==> config.mk <==
export PLATFORM = sky130hd
export DESIGN_NAME = line_transform_engine
export DESIGN_NICKNAME = d
export VERILOG_FILES = /design/src/rtl/line_transform_engine.sv
export SDC_FILE = /design/constraint.sdc
export NUM_CORES = 1
export LEC_CHECK = 0
export BUFFER_PORTS_ARGS = -buffer_cell sky130_fd_sc_hd__buf_2
export CORE_ASPECT_RATIO = 1.25
export CORE_MARGIN = 1
export CORE_UTILIZATION = 30
export CTS_CLUSTER_SIZE = 14
export DETAILED_ROUTE_END_ITERATION = 12
export SLEW_MARGIN = 20
export SYNTH_ARGS = -nofsm -noshare
export SYNTH_HDL_FRONTEND = slang
export SYNTH_SLANG_ARGS = --single-unit
==> constraint.sdc <==
create_clock -name clk -period 11.2 [get_ports clk]
set_input_delay 2.8 -clock clk [delete_from_list [all_inputs] [get_ports clk]]
set_output_delay 2.8 -clock clk [all_outputs]
set_load 0.01 [all_outputs]
==> src/rtl/line_transform_engine.sv <==
// Line transform engine: captures one terminal line into a local buffer,
// then streams a transformed copy (echo / upper / reverse / lower) to the
// video-memory line writer and closes with the solved handshake.
module line_transform_engine #(
    parameter int MAX_LEN = 32,
    parameter int LEN_W   = 6,
    parameter int CHAR_W  = 8
) (
    input  logic              clk,
    input  logic              rst_n,
    input  logic [1:0]        mode,
    input  logic              out_newASCII_ready,
    input  logic [LEN_W-1:0]  out_lineLen,
    input  logic [CHAR_W-1:0] lineOut,
    output logic              lineOut_nextASCII,
    output logic              in_newASCII_ready,
    output logic [CHAR_W-1:0] lineIn,
    input  logic              lineIn_nextASCII,
    output logic              in_solved,
    input  logic              out_solved,
    output logic              busy,
    output logic              overflow
);

    localparam int IDX_W = (MAX_LEN > 1) ? $clog2(MAX_LEN) : 1;
    localparam logic [LEN_W-1:0] MAX_LEN_L = LEN_W'(MAX_LEN);

    typedef enum logic [2:0] {
        ST_IDLE    = 3'd0,
        ST_CAPTURE = 3'd1,
        ST_DRAIN   = 3'd2,
        ST_EMIT    = 3'd3,
        ST_SOLVED  = 3'd4
    } state_t;

    state_t            state_r, state_next_s;
    logic [LEN_W-1:0]  wr_idx_r, rd_idx_r, len_r;
    logic [1:0]        mode_r;
    logic              pulse_r, in_rdy_r, solved_r, overflow_r, busy_r;
    logic [CHAR_W-1:0] line_buf_r [MAX_LEN];

    logic              start_s, cap_char_s, cap_done_s;
    logic              emit_start_s, step_s, emit_done_s, ack_s;
    logic [IDX_W-1:0]  rd_pos_s;
    logic [CHAR_W-1:0] line_in_s;

    // Character transform: case folding for modes 1 and 3, identity otherwise.
    function automatic logic [CHAR_W-1:0] xform(input logic [1:0] m, input logic [CHAR_W-1:0] c);
        logic [CHAR_W-1:0] r;
        r = c;
        case (m)
            2'd1: begin
                if (c >= CHAR_W'(8'h61) && c <= CHAR_W'(8'h7A)) r = c - CHAR_W'(8'h20);
                else r = c;
            end
            2'd3: begin
                if (c >= CHAR_W'(8'h41) && c <= CHAR_W'(8'h5A)) r = c + CHAR_W'(8'h20);
                else r = c;
            end
            default: r = c;
        endcase
        return r;
    endfunction

    // Next-state decode plus one-hot action strobes for the datapath.
    always_comb begin
        state_next_s = state_r;
        start_s      = 1'b0;
        cap_char_s   = 1'b0;
        cap_done_s   = 1'b0;
        emit_start_s = 1'b0;
        step_s       = 1'b0;
        emit_done_s  = 1'b0;
        ack_s        = 1'b0;
        case (state_r)
            ST_IDLE: begin
                if (out_newASCII_ready) begin
                    start_s      = 1'b1;
                    state_next_s = ST_CAPTURE;
                end else begin
                    state_next_s = ST_IDLE;
                end
            end
            ST_CAPTURE: begin
                // A pulse cycle is never a capture cycle, so pulses stay non-adjacent.
                if (out_newASCII_ready && !pulse_r) begin
                    if (wr_idx_r == out_lineLen) begin
                        cap_done_s   = 1'b1;
                        state_next_s = ST_DRAIN;
                    end else begin
                        cap_char_s   = 1'b1;
                        state_next_s = ST_CAPTURE;
                    end
                end else begin
                    state_next_s = ST_CAPTURE;
                end
            end
            ST_DRAIN: begin
                if (!out_newASCII_ready) begin
                    emit_start_s = 1'b1;
                    state_next_s = ST_EMIT;
                end else begin
                    state_next_s = ST_DRAIN;
                end
            end
            ST_EMIT: begin
                step_s = lineIn_nextASCII && (rd_idx_r < len_r);
                if ((rd_idx_r == len_r) && in_rdy_r) begin
                    emit_done_s  = 1'b1;
                    state_next_s = ST_SOLVED;
                end else begin
                    state_next_s = ST_EMIT;
                end
            end
            ST_SOLVED: begin
                if (out_solved) begin
                    ack_s        = 1'b1;
                    state_next_s = ST_IDLE;
                end else begin
                    state_next_s = ST_SOLVED;
                end
            end
            default: state_next_s = ST_IDLE;
        endcase
    end

    // State register.
    always_ff @(posedge clk or negedge rst_n) begin
        if (!rst_n) state_r <= ST_IDLE;
        else        state_r <= state_next_s;
    end

    // Indices, clamped length, latched mode and overflow flag.
    always_ff @(posedge clk or negedge rst_n) begin
        if (!rst_n) begin
            wr_idx_r   <= '0;
            rd_idx_r   <= '0;
            len_r      <= '0;
            mode_r     <= 2'd0;
            overflow_r <= 1'b0;
        end else begin
            if (start_s) begin
                mode_r     <= mode;
                overflow_r <= 1'b0;
                wr_idx_r   <= '0;
            end else if (cap_char_s) begin
                wr_idx_r <= wr_idx_r + LEN_W'(1);
                if (wr_idx_r >= MAX_LEN_L) overflow_r <= 1'b1;
                else                       overflow_r <= overflow_r;
            end else begin
                wr_idx_r <= wr_idx_r;
            end
            if (cap_done_s) len_r <= (out_lineLen > MAX_LEN_L) ? MAX_LEN_L : out_lineLen;
            else            len_r <= len_r;
            if (emit_start_s) rd_idx_r <= '0;
            else if (step_s)  rd_idx_r <= rd_idx_r + LEN_W'(1);
            else              rd_idx_r <= rd_idx_r;
        end
    end

    // Handshake outputs: consume pulse, stream-valid, solved, busy.
    always_ff @(posedge clk or negedge rst_n) begin
        if (!rst_n) begin
            pulse_r  <= 1'b0;
            in_rdy_r <= 1'b0;
            solved_r <= 1'b0;
            busy_r   <= 1'b0;
        end else begin
            pulse_r <= cap_char_s;
            busy_r  <= (state_next_s != ST_IDLE);
            if (emit_start_s)     in_rdy_r <= 1'b1;
            else if (emit_done_s) in_rdy_r <= 1'b0;
            else                  in_rdy_r <= in_rdy_r;
            if (emit_done_s) solved_r <= 1'b1;
            else if (ack_s)  solved_r <= 1'b0;
            else             solved_r <= solved_r;
        end
    end

    // Line store; characters beyond MAX_LEN are consumed but dropped.
    always_ff @(posedge clk) begin
        if (cap_char_s && (wr_idx_r < MAX_LEN_L)) line_buf_r[wr_idx_r[IDX_W-1:0]] <= lineOut;
    end

    // Read port: reverse mode walks from the tail, terminator once rd_idx reaches len.
    always_comb begin
        if (mode_r == 2'd2) rd_pos_s = IDX_W'(len_r - LEN_W'(1) - rd_idx_r);
        else                rd_pos_s = IDX_W'(rd_idx_r);
        if (!in_rdy_r || (rd_idx_r == len_r)) line_in_s = '0;
        else                                   line_in_s = xform(mode_r, line_buf_r[rd_pos_s]);
    end

    assign lineOut_nextASCII = pulse_r;
    assign in_newASCII_ready = in_rdy_r;
    assign in_solved         = solved_r;
    assign busy              = busy_r;
    assign overflow          = overflow_r;
    assign lineIn            = line_in_s;

endmodule

# Word-level counts from Yosys, hierarchy flattened
# Memories as Yosys holds them, arrays and structs flattened.
# Index checks and enable logic that the tools add are counted.
dict set report word_totals {
  inputBits 21
  latch_bits 0
  mem_bits_ro 0
  mem_count 1
  word_cells 92
  ff_bits 28
  ram_bits 256
  out_inout_bits 13
}
# name words word_bits rd rd_clocked_by_memory_dff wr line_no
set mem_list {}
lappend mem_list {line_buf_r 32 8 1 0 1 40} ;# logic [CHAR_W-1:0] line_buf_r [MAX_LEN];
dict set report classes {
  n_eq_ne 9
  multipliers 0
  magnitude_cmp 8
  div 0
  n_mux 41
  bitwise_logic 0
  reduce_logical 17
  shift 0
  addsub 6
}
# cell count
set ops {}
lappend ops {{2-to-1 mux 6 bit} 5}
lappend ops {{2-to-1 mux 1 bit} 26}
lappend ops {{2-to-1 mux 8 bit} 3}
lappend ops {{>= comparator 8 x 7 -> 1 bit, second input constant} 2}
lappend ops {{less-or-equal comparator 8 x 7 -> 1 bit, second input constant} 2}
lappend ops {{one-hot mux 8 bit (2 select lines)} 1}
lappend ops {{one-hot mux 3 bit (5 select lines)} 1}
lappend ops {{adder 6 x 1 -> 6 bit, second input constant} 2}
lappend ops {{== test 6 bit} 2}
lappend ops {{nonzero test 2 bit} 5}
lappend ops {{2-to-1 mux 3 bit} 3}
lappend ops {{adder 8 x 6 -> 8 bit, second input constant} 1}
lappend ops {{subtractor 8 x 6 -> 8 bit, second input constant} 1}
lappend ops {{== test 3 x 2 -> 1 bit, second input constant} 2}
lappend ops {{>= comparator 6 bit, second input constant} 1}
lappend ops {{> comparator 6 bit, second input constant} 1}
lappend ops {{logical AND 1 bit} 6}
lappend ops {{less-than comparator 6 bit} 1}
lappend ops {{less-than comparator 6 bit, second input constant} 1}
lappend ops {{2-to-1 mux 5 bit} 1}
lappend ops {{subtractor 5 x 1 -> 5 bit, second input constant} 1}
lappend ops {{subtractor 5 bit} 1}
lappend ops {{== test 2 bit, second input constant} 2}
lappend ops {{== test 3 x 1 -> 1 bit, second input constant} 1}
lappend ops {{other kinds (8)} 9}

# Depth between registers and ports, before layout
# Gate-level depths: netlist of the first run.
# An unclocked memory read counts as a cell.
dict set report logic_depth {
  word_depth 9
  ltp_mapped 20
}

# Worst setup path after synthesis of the first run
# No wires, ideal clock.
dict set report synth_timing {
  kind {register -> output}
  from {register rd_idx_r[0]}
  to {output port lineIn[5]}
  required_ns 8.400
  t_arrival_ns 3.830
  path_stages_with_launch 19
  n_path_buf 3
  path_slack_ns 4.570
  cell_sequence {dfrtp_1 > clkbuf_1 > inv_1 > ha_1 > inv_1 > fa_1 > xnor2_1 > mux2i_1 > buf_2 > clkbuf_1 > nand3_1 > and3_1 > o311ai_1 > inv_1 > ha_1 > and2_1 > a32o_1 > a41oi_1 > o211ai_1}
}
dict set report synth_via {
  elab_chain_len 8
}
# element line_no
set synth_lines {}
lappend synth_lines {{from (decl)} 37} ;# logic [LEN_W-1:0] wr_idx_r, rd_idx_r, len_r;
lappend synth_lines {{from (signal assigned)} 156} ;# else if (step_s) rd_idx_r <= rd_idx_r + LEN_W'(1);
lappend synth_lines {{from (signal assigned)} 157} ;# else rd_idx_r <= rd_idx_r;
lappend synth_lines {{subtractor 5 bit} 187} ;# if (mode_r == 2'd2) rd_pos_s = IDX_W'(len_r - LEN_W'(1) - rd_idx_r);
lappend synth_lines {{2-to-1 mux 5 bit} 187}
lappend synth_lines {{memory (32 x 8 bit)} -}
lappend synth_lines {{>= comparator 8 x 7 -> 1 bit, or another cell as far along} 57} ;# if (c >= CHAR_W'(8'h41) && c <= CHAR_W'(8'h5A)) r = c + CHAR_W'(8'h20);
lappend synth_lines {{logical AND 1 bit (on tied branches)} {57, 53}}
lappend synth_lines {{2-to-1 mux 8 bit (on tied branches)} {57, 53}}
lappend synth_lines {{one-hot mux 8 bit (2 select lines)} 51} ;# case (m)
lappend synth_lines {{2-to-1 mux 8 bit *} 189} ;# if (!in_rdy_r || (rd_idx_r == len_r)) line_in_s = '0;
lappend synth_lines {{to (decl)} 17} ;# output logic [CHAR_W-1:0] lineIn,
# Mark *: on every way between the ends. The rest lies on a longest branch, timed or not.

# Final worst setup path of the first run
dict set report layout_timing {
  from {register rd_idx_r[0]}
  to {output port lineIn[6]}
}
# Same word-level chain as after synthesis.

==> results of run 1 <==
## worst max path at each step
| stage | startpoint | endpoint | cells after the start |
|---|---|---|---|
| after floorplan | rd_idx_r[0] | lineIn[5] | 18 |
| after global placement | rd_idx_r[0] | lineIn[5] | 16 |
| after detailed placement | rd_idx_r[0] | lineIn[6] | 15 |
| after CTS | rd_idx_r[0] | lineIn[6] | 15 |
| after global routing | rd_idx_r[0] | lineIn[6] | 15 |
| final | rd_idx_r[0] | lineIn[6] | 15 |
## logic make-up after synthesis
kind of cell	Yosys count	synth area share, %
xor gates and xnor gates	17	1.206
and+or+nand+nor	343	13.02
muxes	63	6.808
AOI/OAI and AO/OA	101	5.907
adders and majority gates	19	1.986
DFF	284	67.92
buffers and inverters	65	3.151
## where the power goes
group / switching (mW) / internal, mW / total [mW] / leakage (nW)
Clock: 0.383 / 0.485 / 0.867 / 0.400
Combinational: 1.03 / 0.584 / 1.62 / 1.58
Sequential: 0.0690 / 1.23 / 1.30 / 2.66
Total: 1.48 / 2.30 / 3.78 / 4.63
## synthesized netlist by cell type (2+ instances only)
library cell,instances
sky130_fd_sc_hd__edfxtp_1,256
sky130_fd_sc_hd__nand2_1,160
sky130_fd_sc_hd__nor2_1,60
sky130_fd_sc_hd__nand3_1,48
sky130_fd_sc_hd__mux2i_1,42
sky130_fd_sc_hd__dfrtp_1,28
sky130_fd_sc_hd__ha_1,18
sky130_fd_sc_hd__inv_1,18
sky130_fd_sc_hd__o21ai_0,18
sky130_fd_sc_hd__a31oi_1,17
sky130_fd_sc_hd__a32oi_1,17
sky130_fd_sc_hd__mux4_2,16
sky130_fd_sc_hd__clkbuf_1,15
sky130_fd_sc_hd__a21oi_1,12
sky130_fd_sc_hd__nand2b_1,11
sky130_fd_sc_hd__and2_1,10
sky130_fd_sc_hd__buf_2,10
sky130_fd_sc_hd__buf_6,10
sky130_fd_sc_hd__xnor2_1,10
sky130_fd_sc_hd__a311oi_1,9
sky130_fd_sc_hd__a211oi_1,8
sky130_fd_sc_hd__buf_4,8
sky130_fd_sc_hd__nor2b_1,8
sky130_fd_sc_hd__or3_1,8
sky130_fd_sc_hd__nor3_1,7
sky130_fd_sc_hd__xor2_1,7
sky130_fd_sc_hd__nand4_1,6
sky130_fd_sc_hd__and3_1,5
sky130_fd_sc_hd__nand3b_1,5
sky130_fd_sc_hd__mux2_2,4
sky130_fd_sc_hd__nor4_4,3
sky130_fd_sc_hd__o211ai_1,3
sky130_fd_sc_hd__a211o_1,2
sky130_fd_sc_hd__a21o_1,2
sky130_fd_sc_hd__a41oi_1,2
sky130_fd_sc_hd__and4_1,2
sky130_fd_sc_hd__nor4_2,2
sky130_fd_sc_hd__o2111a_1,2
sky130_fd_sc_hd__o31a_1,2
sky130_fd_sc_hd__or3b_2,2
## worst max-delay path: cells and delay by family, from the launching register on
kind                       cells  cell delay [ps]
muxes                          1              590
DFF                            1              600
adders and majority gates      2              680
and+or+nand+nor                5             1610
AOI/OAI and AO/OA              3              730
buffers and inverters          4              760
## stage by stage
stage	power (mW)	worst slack [ps]	std cells	utilization, %	hold WS, ps
final	3.781	2865	1480	34.17	483.7
after global routing	3.991	2403	1480	34.17	513.4
after CTS	3.800	2760	1480	34.17	486.5
after detailed placement	2.936	3434	1432	32.13	472.1
after global placement	2.926	3479	1432	32.13	467.1
after floorplan	2.504	4570	892	-	449.8
## cells in the final DEF, fill, tap and decap left out, types with 8 or more instances in the layout
cell                        instances
sky130_fd_sc_hd__edfxtp_1         256
sky130_fd_sc_hd__nand2_1          160
sky130_fd_sc_hd__nor2_1            60
sky130_fd_sc_hd__nand3_1           48
sky130_fd_sc_hd__mux2i_1           40
sky130_fd_sc_hd__buf_2             33
sky130_fd_sc_hd__dfrtp_1           28
sky130_fd_sc_hd__clkbuf_16         27
sky130_fd_sc_hd__inv_1             18
sky130_fd_sc_hd__o21ai_0           18
sky130_fd_sc_hd__ha_1              18
sky130_fd_sc_hd__a32oi_1           17
sky130_fd_sc_hd__a31oi_1           17
sky130_fd_sc_hd__mux4_2            16
sky130_fd_sc_hd__a21oi_1           12
sky130_fd_sc_hd__nand2b_1          11
sky130_fd_sc_hd__xnor2_1           10
sky130_fd_sc_hd__and2_1            10
sky130_fd_sc_hd__a311oi_1           9
sky130_fd_sc_hd__or3_1              8
sky130_fd_sc_hd__nor2b_1            8
sky130_fd_sc_hd__a211oi_1           8
## metal layers
metal  track usage (%)  vias to the layer above  part of all wire (%)
met4             6.172                        0                   3.6
li1                  -                     3370                     -
met3             1.769                       64                   5.3
met1             17.67                     3687                    41
met2             24.86                      255                    50
met5                 0                        -                     0
## final cells by class
class	count	area, µm²
clock inverters	17	128.9
clock buffers	31	690.7
multi-input cells	543	3596
flip-flops and latches	284	8388
repair buffers	40	217.7
inverters	19	71.32
well taps	546	683.2
fillers	3879	26550
## flip-flops by register name, indices dropped and copies added (netlist names)
signal / flops
mode_r: 2
line_buf_r: 256
in_newASCII_ready: 1
wr_idx_r: 6
rd_idx_r: 6
overflow: 1
busy: 1
state_r: 3
len_r: 6
in_solved: 1
lineOut_nextASCII: 1
==> results, run 1 <==
- After detailed routing, the average wire length per cell comes to 20.23 µm.
- In this run, the number of DRC markers left after iteration 0 of detailed routing was 746.
- The flow ran to the end, and the final reports show no timing, DRC or antenna violations.
- Setup repair after global routing left no endpoint under its margin.
- The share of post-route cells with drive strength above 1 is between 10% and 20%.
- Global routing used 14.29% of the available tracks across all layers.
- The number of routed nets with antenna violations is 0.
- Data on the critical path arrives at its endpoint at 5530 ps.
- The starting utilization of the core area is roughly 30%.
- Counting flops with an async set or reset pin after synthesis yields a share of about 9.9%.
- Counting every sink on the clock net gives roughly 280.
- The actual transition at the worst max-transition pin is about 1100 ps.
- The signal on the critical path passes through inv_1 -> ha_1 -> inv_1 -> fa_1 -> mux2i_4 -> buf_4 -> and2_1 -> a32oi_1 -> a31oi_1 -> nor4_4 -> nor3_1 -> nor3b_1 -> or3_1 -> o2111a_1 -> buf_2.
- In this run the number of H-tree levels came out at 1.
- The setup path with the least slack is of type reg -> out.
- The number of setup violations in the final report is 0.
- After synthesis, the cell types taking the most area are sky130_fd_sc_hd__edfxtp_1 62%, sky130_fd_sc_hd__dfrtp_1 5.7%, sky130_fd_sc_hd__nand2_1 4.9%, sky130_fd_sc_hd__mux2i_1 3.4%, sky130_fd_sc_hd__mux4_2 2.9%.
- In this run the tightest slew margin relative to its limit is 24.00%.
- Max-cap violations in this run came to 0.
- The setup slack of the most critical reg-to-reg path is 7600 ps.
- The count of boundary I/O pins is 34.
- The mapped netlist covers 12350 µm².
- Counting along the longest clock path gives a buffer depth of 3.
- The repair_antennas step left the layout with diodes totalling 0.
- Across all layers, the routed design uses 7376 vias.
- The pin count of the biggest net entering global routing is 84.
- The clock root buffer is sky130_fd_sc_hd__clkbuf_16.
- From synthesis to final layout, the design area changed by 11.55%.
- Summed over all instances, the cell type with the most area after synthesis is sky130_fd_sc_hd__edfxtp_1.
- The achievable frequency is 120.0 MHz.
- The biggest cell delay along the critical path is 650 ps.
- The final-report hold violation count is 0.
- The power density normalized to cell area is approximately 270 nW/µm².
- Gates resized during post-CTS repair numbered 0.
- The number of nets at the end of the flow is approximately 960.
- Wires add up to around 30000 µm.
- Summed over all failing endpoints, the final setup total negative slack is 0 ps.
- TritonCTS built the clock tree.
- The worst register-to-register path begins at state_r[0].
- The die boundary width is 183.5 µm.
- The critical path's most frequent cell is sky130_fd_sc_hd__inv_1.
- The number of warnings reported in the yosys synthesis log is 0.
- Counting every instance in the synthesized netlist gives 892.
- The finished cells cover 13780 µm².
- The nature of the critical path startpoint is a flip-flop.
- Global routing finished with a remaining overflow of 0.
- The number of cells on the worst reg-to-reg path is 6.
- For this run, the detailed router's first-pass iteration total came to 5.
- Along the worst path, the maximum fanout reaches 20.
- The initial antenna violation count is 0.
- After detailed placement, the total cell area comes to ~13000 µm².
- The worst path uses 74.42% of the clock period.
- After layout, the minimum clock period comes to 8335 ps.
- After clock tree synthesis, the clock-pin slew on the worst setup and hold paths is 60 ps.
- After synthesis, the netlist uses 59 different library cells.
- The final count of pins violating max slew was 0.
- After synthesis, the largest area contributor takes up 62.25% of total cell area.
- The hold-fix buffer count after cts is 0.
- From bottom edge to top edge, the die measures 228.8 µm.
- The worst hold path begins at len_r[4].
- VDD sags by at most between 0.00015 and 0.0002 V.
- The number of synthesized flops with an enable pin is between 200 and 300.
- The cell with the largest stage delay on the worst path is sky130_fd_sc_hd__and2_1.
- The analysis attributes to cell leakage a power of 4.634 nW.
- The sequential fraction of the synthesis area is 67.92%.
- After detailed routing, the number of remaining DRC violations is 0.
- A synthesized cell averages 13.84 µm².
- The worst register-to-register path ends at line_buf_r[28][3].
- The core area is 40320 µm².
- The worst hold path cell count is 2.
- Among all flip-flop cells after synthesis, the most frequent one is sky130_fd_sc_hd__edfxtp_1.
- The worst-skew pair later-pin latency is approximately 550 ps.
- Counting the buffers created by CTS gives 27.
- The number of global-route vias before repair is 7294.
- The detailed-route vias per instance is 4.984.
- Port buffering added 33 buffers.
- The number of synthesized register bits is 284.
- The endpoint kind of the worst setup timing path is a primary output.
- The wire-length estimate of the detail-placed layout is around 19000 µm.
- The synthesized net count is 932.
- At the worst endpoint, the required time is 8400 ps.
- The die covers between 40000 and 50000 µm².
- The routability congestion estimate from global placement is 0.8539.
- The wire length of the first global-routing pass is 45230 µm.
- Buffers added to address setup during post-CTS repair amount to 0.
- The worst hold path terminates at len_r[4].
- Between clock sinks in the finished design, the worst skew comes to 9.405 ps.
- The number of standard-cell rows in the floorplan is 82.
- The class of the tightest hold or removal check is reg -> reg.
No activity file was read; power rests on OpenSTA's default activity.
==> run 2, diff against run 1 <==
--- a/config.mk
+++ b/config.mk
@@ -5,6 +5,7 @@
 export SDC_FILE = /design/constraint.sdc
 export NUM_CORES = 1
 export LEC_CHECK = 0
+export ABC_AREA = 1
 export BUFFER_PORTS_ARGS = -buffer_cell sky130_fd_sc_hd__buf_2
 export CORE_ASPECT_RATIO = 1.25
 export CORE_MARGIN = 1
==> constraint.sdc (replaced) <==
create_clock -name clk -period 7.7 [get_ports clk]
set_input_delay 1.925 -clock clk [delete_from_list [all_inputs] [get_ports clk]]
set_output_delay 1.925 -clock clk [all_outputs]
set_load 0.01 [all_outputs]
==> run 2 against run 1 <==
Total power is 73% higher; setup slack got worse by 1800 ps; highest routed layer unchanged; wire length grew 11%; non-clock buffer count increased by 4; global-route usage rose by 0.76 points; synthesized cell count grew 51%; largest power group unchanged; worst hold slack gained 15 ps; utilization barely moved.
==> results, run 2 <==
- Run status: complete, no violations (unchanged).
- The count of buffers added by post-CTS timing repair for setup came to 0 (unchanged).
- The class of the tightest hold or removal check is reg -> reg (unchanged).
- The share of post-route cells with drive strength above 1 is 7.759% (was 11.99%).
- The maximum number of buffers from clock root to sink is 3 (unchanged).
- The area share of the largest cell type after synthesis is 58.24% (was 62.25%).
- List of most frequent post-synthesis cells: 339 x sky130_fd_sc_hd__nand2_1, 282 x sky130_fd_sc_hd__nand3_1, 256 x sky130_fd_sc_hd__edfxtp_1, 212 x sky130_fd_sc_hd__inv_1, 72 x sky130_fd_sc_hd__nor2_1 (was 256 x sky130_fd_sc_hd__edfxtp_1, 160 x sky130_fd_sc_hd__nand2_1, 60 x sky130_fd_sc_hd__nor2_1, 48 x sky130_fd_sc_hd__nand3_1, 42 x sky130_fd_sc_hd__mux2i_1).
- The number of nets at the end of the flow is 1411 (was 955).
- The number of synthesized flops with an enable pin is 256 (unchanged).
- The highest fanout seen on the critical path is 56 (was 20).
- The number of standard-cell rows in the floorplan is 85 (was 82).
- The most used flip-flop cell after synthesis is sky130_fd_sc_hd__edfxtp_1 (unchanged).
- The number of design-rule violations left by the first detailed-router iteration is 693 (was 746).
- The overflow left after global routing came to 0 (unchanged).
- The worst ir drop on vdd is 0.0004134 V (was 0.0001929 V).
- The number of setup violations in the final report is 0 (unchanged).
- The data required time at the worst endpoint came to 5780 ps (was 8400 ps).
- The most common cell in the netlist is sky130_fd_sc_hd__nand2_1 (was sky130_fd_sc_hd__edfxtp_1).
- The pin count of the biggest net entering global routing is 83 (was 84).
- The routability congestion estimate from global placement is 0.9112 (was 0.8539).
- The mapped cell area is 13200 µm² (was 12350 µm²).
- The clock tree from TritonCTS is done (unchanged).
- The floorplan die area is 44840 µm² (was 41990 µm²).
- The total placed instance area is 13890 µm² (was 12960 µm²).
- The total area of multi-input combinational cells is 3722 µm² (was 3596 µm²).
- The post-synthesis to final-layout area growth is 11.96% (was 11.55%).
- The detailed-route vias per instance was 4.775 (was 4.984).
- The number of sinks handled by clock tree synthesis is 284 (unchanged).
- The number of buffers created by CTS came to 28 (was 27).
- The relative contribution of the clock network to total power came to 20.4% (was 22.9%).
- The achievable frequency is approximately 150 MHz.
- The area used by sequential logic in the layout was 8388 µm² (unchanged).
- The number of distinct standard cells referenced by the synthesized netlist was 32 (was 59).
- The number of routed nets with antenna violations is 0 (unchanged).
- The max-capacitance violation count was 0 (unchanged).
- The number of warnings reported in the yosys synthesis log is 0 (unchanged).
- The switching power is 3.050 mW (was 1.484 mW).
- The average cell area after synthesis is 9.777 µm² (was 13.84 µm²).
- The detailed-router iteration count before antenna repair came to 5 (unchanged).
- The sequential fraction of the synthesis area came to 63.55% (was 67.92%).
- The post-cts resize count came to 0 (unchanged).
- The actual transition at the worst max-transition pin is 1002 ps (was 1136 ps).
- The worst path in the final design needs a cycle of 6648 ps, including I/O delays and setup.
- The clock-pin slew on the worst setup and hold paths is 60 ps (about the same).
- The number of levels in the clock H-tree came to 1 (unchanged).
- The sum of negative setup slack is 0 ps (unchanged).
- The switching power share of the total is 46.53% (was 39.25%).
- The internal power is 3.506 mW (was 2.297 mW).
- The hold-fix buffer count after cts came to 0 (unchanged).
- The total via count after detailed routing is 9345 (was 7376).
- The most common cell after layout, fill and taps aside is sky130_fd_sc_hd__nand2_1 (was sky130_fd_sc_hd__edfxtp_1).
- The final count of pins violating max slew was 0 (unchanged).
- Setup repair after global routing missed its margin: no (unchanged).
- The count of filler cells inserted in the layout is 4335 (was 3879).
- The nature of the critical path startpoint is a flip-flop (unchanged).
- The number of flip-flops under the largest register name was 256 (unchanged).
- The startpoint-to-endpoint class of the critical path is reg -> out (unchanged).
- The wire length of the first global-routing pass was 52270 µm (was 45230 µm).
- The count of boundary I/O pins came to 34 (unchanged).
- The combinational share of power is 51.5% (was 42.7%).
- The detailed placer's ending HPWL is 20910 µm (was 19410 µm).
- The wire length reported by the detailed router is 33110 µm (was 29950 µm).
- The count of mapped cells out of synthesis is 1350 (was 892).
- The number of synthesized register bits came to 284 (unchanged).
- The core area was 43290 µm² (was 40320 µm²).
- The proportion of register bits with asynchronous set or reset after synthesis came to 9.859% (unchanged).
- The starting utilization of the core area is 30.49% (was 30.63%).
- The remaining routing DRC violations is 0 (unchanged).
- The clock root buffer is sky130_fd_sc_hd__clkbuf_16 (unchanged).
- The number of global-route vias before repair is 9317 (was 7294).
- The initial antenna violation count is 0 (unchanged).
- The relative max-transition margin is 33.19% (was 24.00%).
- The aggregate global-route resource usage is 15.05% (was 14.29%).
- The power density normalized to cell area is 443.7 nW/µm² (was 274.5 nW/µm²).
- The number of inserted diodes came to 0 (unchanged).
- The synthesized net count is 1390 (was 932).
- The die boundary width was 189.6 µm (was 183.5 µm).
- Cell types occupying the most area after synthesis: sky130_fd_sc_hd__edfxtp_1 58%, sky130_fd_sc_hd__nand3_1 11%, sky130_fd_sc_hd__nand2_1 9.6%, sky130_fd_sc_hd__inv_1 6.0%, sky130_fd_sc_hd__dfrtp_1 5.3% (was sky130_fd_sc_hd__edfxtp_1 62%, sky130_fd_sc_hd__dfrtp_1 5.7%, sky130_fd_sc_hd__nand2_1 4.9%, sky130_fd_sc_hd__mux2i_1 3.4%, sky130_fd_sc_hd__mux4_2 2.9%).
- The leakage power summed over all cells is 6.090 nW (was 4.634 nW).
- The biggest area consumer among synthesized cells is sky130_fd_sc_hd__edfxtp_1 (unchanged).
- The height of the die is 236.5 µm (was 228.8 µm).
- The worst-case clock skew was 7.970 ps (was 9.405 ps).
- The final design instance area without fill is 14780 µm² (was 13780 µm²).
- The endpoint kind of the worst setup timing path is a primary output (unchanged).
- Leading cell types in the layout, fill and taps excluded: 338 x sky130_fd_sc_hd__nand2_1, 282 x sky130_fd_sc_hd__nand3_1, 256 x sky130_fd_sc_hd__edfxtp_1, 212 x sky130_fd_sc_hd__inv_1, 72 x sky130_fd_sc_hd__nor2_1 (was 256 x sky130_fd_sc_hd__edfxtp_1, 160 x sky130_fd_sc_hd__nand2_1, 60 x sky130_fd_sc_hd__nor2_1, 48 x sky130_fd_sc_hd__nand3_1, 40 x sky130_fd_sc_hd__mux2i_1).
- The data arrival time at the worst-slack endpoint came to 4720 ps (was 5530 ps).
- The share of power burned in registers is 28.1% (was 34.3%).
- The final critical path takes up between 80% and 90% of the cycle.
- The per-cell routed wire length is 16.92 µm (was 20.23 µm).
- The total of buffers placed on input and output ports was 33 (unchanged).
- The worst-skew pair later-pin latency is 560 ps (was 550 ps).
- The final-report hold violation count is 0 (unchanged).
==> run 2: cell type report <==
type	instances	area share, %
flip-flops and latches	284	56.76
multi-input cells	796	25.19
inverters	217	5.520
clock buffers	30	4.936
well taps	565	4.784
repair buffers	44	1.761
clock inverters	21	1.050
==> run 2: final timing paths <==
path                                   from           endpoint  slack, ps  cells past startpoint
worst max-delay path            rd_idx_r[0]          lineIn[7]       1050                     22
worst min-delay path               overflow           overflow        500                      1
worst max register to register  wr_idx_r[2]  line_buf_r[23][3]       4450                      8
worst min register to register     overflow           overflow        500                      1
max in group asynchronous             rst_n        wr_idx_r[3]       5910                      1
min in group asynchronous             rst_n        rd_idx_r[4]       1380                      1
==> run 2: through the flow <==
stage / setup slack, ps / power (mW) / hold slack, ps / cells / util [%]
final: 1052 / 6.556 / 499.1 / 1957 / 34.14
after CTS: 1111 / 6.579 / 504.9 / 1957 / 34.14
after global placement: 1751 / 5.205 / 478.1 / 1906 / 32.09
after global routing: 580.0 / 7.046 / 547.7 / 1957 / 34.14
after floorplan: 2776 / 4.250 / 482.2 / 1350 / -
after detailed placement: 1711 / 5.243 / 481.2 / 1906 / 32.09
==> run 2: critical path, cell delays in order (launching register included) <==
cell                       delay [ps]
sky130_fd_sc_hd__dfrtp_1          400
sky130_fd_sc_hd__inv_1            160
sky130_fd_sc_hd__ha_1             190
sky130_fd_sc_hd__inv_1             50
sky130_fd_sc_hd__fa_1             470
sky130_fd_sc_hd__nand2_1           70
sky130_fd_sc_hd__nand2_2           80
sky130_fd_sc_hd__clkinv_2         700
sky130_fd_sc_hd__buf_4            480
sky130_fd_sc_hd__nand3_1          100
sky130_fd_sc_hd__nand3_1           70
sky130_fd_sc_hd__nand3_1          120
sky130_fd_sc_hd__nand3_1          110
sky130_fd_sc_hd__nand2_1          170
sky130_fd_sc_hd__nand2_1          110
sky130_fd_sc_hd__nor2_2           190
sky130_fd_sc_hd__nand2_1           90
sky130_fd_sc_hd__nand3_2          100
sky130_fd_sc_hd__nand3_1           80
sky130_fd_sc_hd__nand3_1           80
sky130_fd_sc_hd__nand2_1           50
sky130_fd_sc_hd__nor2_1           140
sky130_fd_sc_hd__buf_2            160
==> run 2: per-layer routing <==
metal	track usage [%]	share of wire [%]	up-vias
met5	0	0	-
met4	5.743	2.9	0
met3	1.838	4.8	43
met2	26.61	51	271
met1	18.58	42	4543
li1	-	-	4488
==> run 2: logic make-up after synthesis <==
| group | share of synthesized area, % |
|---|---|
| simple gates | 24.20 |
| xor+xnor | 0.1327 |
| flops | 63.55 |
| compound gates | 1.915 |
| fa+ha+maj | 1.858 |
| buf+inv | 8.342 |
==> run 2: power groups by stage <==
stage,Sequential (mW),Clock [mW],Combinational [mW]
floorplan,1.86,0,2.39
global placement,1.88,0,3.33
detailed placement,1.88,0,3.36
CTS,1.85,1.36,3.38
global route,1.85,1.42,3.78
finish,1.84,1.34,3.38
